<file path="config.mk">
export PLATFORM = sky130hd
export DESIGN_NAME = cache_control
export DESIGN_NICKNAME = d
export VERILOG_FILES = /design/src/rtl/cache_types_pkg.sv /design/src/rtl/cache_control.sv
export SDC_FILE = /design/constraint.sdc
export NUM_CORES = 1
export LEC_CHECK = 0
export CAP_MARGIN = 20
export CORE_ASPECT_RATIO = 0.7
export CORE_MARGIN = 10
export CORE_UTILIZATION = 22
export DETAILED_ROUTE_END_ITERATION = 7
export PLACE_DENSITY_LB_ADDON = 0.1
export SYNTH_ARGS = -nofsm -noshare
export SYNTH_HDL_FRONTEND = slang
export SYNTH_SLANG_ARGS = --single-unit
</file>
<file path="constraint.sdc">
create_clock -name clk -period 1.6 [get_ports clk]
set_input_delay 0.32 -clock clk [delete_from_list [all_inputs] [get_ports clk]]
set_output_delay 0.32 -clock clk [all_outputs]
set_load 0.01 [all_outputs]
</file>
<file path="src/rtl/cache_types_pkg.sv">
// Shared types for the L1 cache controller: FSM states, address split, mux selects.
package cache_types_pkg;

  localparam int TAG_W = 24;
  localparam int IDX_W = 3;
  localparam int OFF_W = 5;

  typedef enum logic [1:0] {
    IDLE      = 2'd0,
    COMPARE   = 2'd1,
    WRITEBACK = 2'd2,
    ALLOCATE  = 2'd3
  } state_t;

  typedef enum logic {
    PADDR_REQ    = 1'b0,
    PADDR_VICTIM = 1'b1
  } paddr_sel_t;

  typedef enum logic {
    DSEL_PMEM = 1'b0,
    DSEL_CPU  = 1'b1
  } data_sel_t;

  typedef struct packed {
    logic [TAG_W-1:0] tag;
    logic [IDX_W-1:0] index;
    logic [OFF_W-1:0] offset;
  } addr_t;

  function automatic addr_t split_addr(input logic [31:0] a);
    return addr_t'(a);
  endfunction

endpackage

</file>
<file path="src/rtl/cache_control.sv">
// Control FSM for the direct-mapped, write-back, write-allocate L1 cache.
module cache_control
  import cache_types_pkg::*;
(
  input  logic             clk,
  input  logic             rst,
  input  logic             mem_read,
  input  logic             mem_write,
  input  logic [31:0]      mem_address,
  output logic             mem_resp,
  output logic             pmem_read,
  output logic             pmem_write,
  input  logic             pmem_resp,
  output logic             pmem_addr_sel,
  input  logic [TAG_W-1:0] tag_out,
  input  logic             valid_out,
  input  logic             dirty_out,
  output logic [IDX_W-1:0] arr_index,
  output logic             load_tag,
  output logic             load_valid,
  output logic             valid_in,
  output logic             load_dirty,
  output logic             dirty_in,
  output logic             load_data,
  output logic             data_sel,
  output logic             hit
);

  state_t state, state_nxt;
  logic   tag_match;

  // Index follows the CPU address in every state; the CPU holds it for the whole miss.
  assign arr_index = split_addr(mem_address).index;
  assign tag_match = valid_out && (tag_out == split_addr(mem_address).tag);

  always_ff @(posedge clk) begin
    if (rst) state <= IDLE;
    else     state <= state_nxt;
  end

  always_comb begin
    state_nxt = state;
    case (state)
      IDLE:      if (mem_read || mem_write) state_nxt = COMPARE;
      COMPARE: begin
        if (tag_match)                   state_nxt = IDLE;
        else if (valid_out && dirty_out) state_nxt = WRITEBACK;
        else                             state_nxt = ALLOCATE;
      end
      WRITEBACK: if (pmem_resp) state_nxt = ALLOCATE;
      ALLOCATE:  if (pmem_resp) state_nxt = COMPARE;
      default:   state_nxt = IDLE;
    endcase
  end

  // Gated by rst so pmem requests drop in the same cycle reset is raised.
  always_comb begin
    mem_resp      = 1'b0;
    pmem_read     = 1'b0;
    pmem_write    = 1'b0;
    pmem_addr_sel = PADDR_REQ;
    load_tag      = 1'b0;
    load_valid    = 1'b0;
    valid_in      = 1'b0;
    load_dirty    = 1'b0;
    dirty_in      = 1'b0;
    load_data     = 1'b0;
    data_sel      = DSEL_PMEM;
    hit           = 1'b0;
    if (!rst) begin
      case (state)
        COMPARE: begin
          hit = tag_match;
          if (tag_match) begin
            mem_resp = 1'b1;
            // A simultaneous read+write is handled as a write.
            if (mem_write) begin
              load_data  = 1'b1;
              data_sel   = DSEL_CPU;
              load_dirty = 1'b1;
              dirty_in   = 1'b1;
            end
          end
        end
        WRITEBACK: begin
          pmem_write    = 1'b1;
          pmem_addr_sel = PADDR_VICTIM;
          if (pmem_resp) begin
            load_dirty = 1'b1;
            dirty_in   = 1'b0;
          end
        end
        ALLOCATE: begin
          pmem_read     = 1'b1;
          pmem_addr_sel = PADDR_REQ;
          if (pmem_resp) begin
            load_data  = 1'b1;
            data_sel   = DSEL_PMEM;
            load_tag   = 1'b1;
            load_valid = 1'b1;
            valid_in   = 1'b1;
          end
        end
        default: ;
      endcase
    end
  end

  a_rw_exclusive: assert property (@(posedge clk) disable iff (rst)
    !(mem_read && mem_write));

  a_req_held: assert property (@(posedge clk) disable iff (rst)
    (state != IDLE) |-> (mem_read || mem_write));

  a_addr_stable: assert property (@(posedge clk) disable iff (rst)
    ((state != IDLE) && !mem_resp) |=> $stable(mem_address));

endmodule

</file>
==> results.txt <==
Max FO, Critical Path - 3
routability congestion estimate - 0.806
DRT Pass-1 Iters - 4
Final Cell Area - 1420 um^2
met1 usage - 0.106
Area after DPL - 1370 um^2
first-pass GRT wire length - 4050 um
met3 GRT Util - 0.0273
Inserted Clock Buffers - 3
max reg flops - 2
largest net degree at the start of global routing - 7
commonest register cell after synthesis - dfxtp_1
Syn Area/Cell - 7.82 um^2
max_cap viols - 0
Max-Slew Margin vs Limit - 0.821
Total Wirelength - 2670 um
period utilization - 1.29
clock skew - 0.00277 ns
DP HPWL - 2350 um
buffers added on ports - 66
crit path time final - 2.07 ns
worst endpoint required time - 1.28 ns
Leak Pwr - 0.000712 uW
share of layout cells above drive strength 1 - 0.526
Biggest register - state
# DRC - 0
Max Clock Freq - 484 MHz
Fin. Hold Viols - 0
number of flops mapped to enable cells by yosys - 0
IO Pins - 78
yosys warns - 0
Core Footprint - 2480 um^2
Antenna diodes - 0
Rows - 15
CTS max path bufs - 2
Inst Count DP - 181
CP Data Arrival Time - 1.75 ns
CP startpoint kind - primary input
VDD IR max - 0.000613 V
Final Setup Violations - 7
R2R Setup Slk - 0.05 ns
Seq cells post-synth - 2
GRT overflow - 0
worst hold path class - primary input to flip-flop
internal power - 597 uW
Vias/cell - 4.26
cell count after synthesis - 73
failing checks - negative setup slack
Die Wd - 80.9 um
Pins Over Slew Limit - 0
Psw - 320 uW
Least-Margin Pin Slew - 0.266 ns
PD cells - 648 nW/um^2
DR iter-0 viols - 9
chip height - 62.6 um
TritonCTS clock tree - done
clock sinks - 2
Skew-Pair Late Insertion Delay - 0.21 ns
slack of the critical path - -0.468 ns
total power - 917 uW
clock-pin slew on the worst setup and hold paths - 0.03 ns
vias in the first global route - 814
overall routing resource usage - 0.100
FFs w/ async S/R, synth - 0
Post-Syn Area - 571 um^2
Wirelength per Cell - 14.2 um
DR vias - 801
status - complete, but fails checks
RSZ-0062 raised after global routing - true
Final Non-Filler Cells - 188
sw frac - 0.349
Setup crit end kind - primary output
sequential power share - 0.101
post-synth net total - 140
H-tree Lvls - 1
DIE AREA - 5060 um^2
Initial Utilization - 0.230
Clk pwr share - 0.220
P&R area growth vs syn - 148%
Final ANT Viol Nets - 0
sequential element share of the synthesized area - 0.0702
busiest grt layer - met2
Comb power frac - 0.679
crit path kind - primary input to primary output
number of antenna violations at the first check in global routing - 0
hold_buf cts - 0
synth unique cells - 26
clock root buffer master - clkbuf_8
NumNets Final - 223
Regs by FF count - state x2
met2 Use GR - 0.180
## synthesized netlist by cell type (2+ instances only)
cell type,n,area share
buf_4,8,0.11
dfxtp_1,2,0.070
ha_1,4,0.088
inv_1,3,0.020
nand2_1,2,0.013
nand3_1,2,0.018
nand4_1,3,0.033
nor2_1,6,0.039
nor2b_1,3,0.033
nor4_1,2,0.022
xnor2_1,13,0.20
xor2_1,11,0.17
## placed cells by master, fill, tap and decap left out, types with 2 or more instances in the layout
master           synthesis  layout
dlymetal6s2s_1           0       2
clkbuf_2                 0       9
ha_4                     0       2
buf_6                    0       9
clkdlybuf4s15_1          0       9
dlygate4sd2_1            0      16
inv_1                    3       3
clkbuf_8                 0       3
buf_2                    0      19
nand3_1                  2       2
buf_4                    8      18
xnor2_2                  0       8
clkdlybuf4s50_1          0       4
nor2_2                   0       2
nor2b_1                  3       2
xnor2_1                 13       5
nor2_1                   6       4
xor2_1                  11      11
ha_1                     4       2
nand4_1                  3       3
## per-stage QoR
| step | utilization | setup TNS [ns] | hold WS [ns] | worst slack [ns] |
|---|---|---|---|---|
| detailed placement | 0.553 | -10.91 | 0.640 | -1.23 |
| global route | 0.571 | -3.30 | 0.634 | -0.552 |
| floorplan | - | -0.434 | 0.408 | -0.186 |
| global placement | 0.553 | -10.42 | 0.640 | -1.14 |
| CTS | 0.553 | -2.61 | 0.605 | -0.467 |
| finish | 0.571 | -2.74 | 0.605 | -0.468 |
## worst max-delay path, stage by stage
cell	delay [ns]
dlygate4sd2_1	0.24
xor2_1	0.14
nor4_1	0.26
buf_4	0.17
nand4_4	0.11
buf_4	0.17
buf_6	0.11
nor2_2	0.10
buf_2	0.14
## final timing paths
path                               from                    end  cells after the start
setup / recovery        mem_address[14]               dirty_in                      9
hold / removal                      rst  state[1]$_SDFFE_PP0P_                      2
setup reg to reg  state[0]$_SDFFE_PP0P_  state[0]$_SDFFE_PP0P_                      8
hold reg to reg   state[0]$_SDFFE_PP0P_  state[0]$_SDFFE_PP0P_                      3
## power groups by stage
| stage | sequential (uW) | combinational, uW | clock [uW] |
|---|---|---|---|
| 2_1_floorplan | 89.9 | 255 | 0 |
| 3_3_place_gp | 90.8 | 595 | 0 |
| 3_5_place_dp | 89.6 | 605 | 0 |
| 4_1_cts | 92.4 | 586 | 210 |
| 5_1_grt | 97.8 | 681 | 218 |
| 6_report | 92.5 | 623 | 202 |
## metal layers
layer  routed length [um]  share of wire
met5                    0              0
met4                   25         0.0094
met3                  213          0.080
met2                 1450           0.54
met1                  984           0.37
## cells by family after synthesis
| group | after synthesis | synth area share |
|---|---|---|
| xor+xnor | 24 | 0.368 |
| simple gates | 24 | 0.246 |
| buf+inv | 11 | 0.125 |
| compound gates | 8 | 0.103 |
| fa+ha+maj | 4 | 0.0877 |
| flops | 2 | 0.0702 |
## area by class of cell
class                   instances  area [um^2]
clock buffers                   3         41.3
fillers                       258         1060
inverters                       3         11.3
multi-input cells              60          607
flip-flops and latches          2         41.3
well taps                      34         42.5
repair buffers                 86          672
## what timing repair did
| action | in CTS | in global routing |
|---|---|---|
| gates resized for setup | 164 | 30 |
| setup buffers | 3 | 1 |
| pin swaps | 30 | 20 |
| endpoints found under the setup margin | 14 | 14 |
Note: power is estimated with default switching activity, not from simulation.
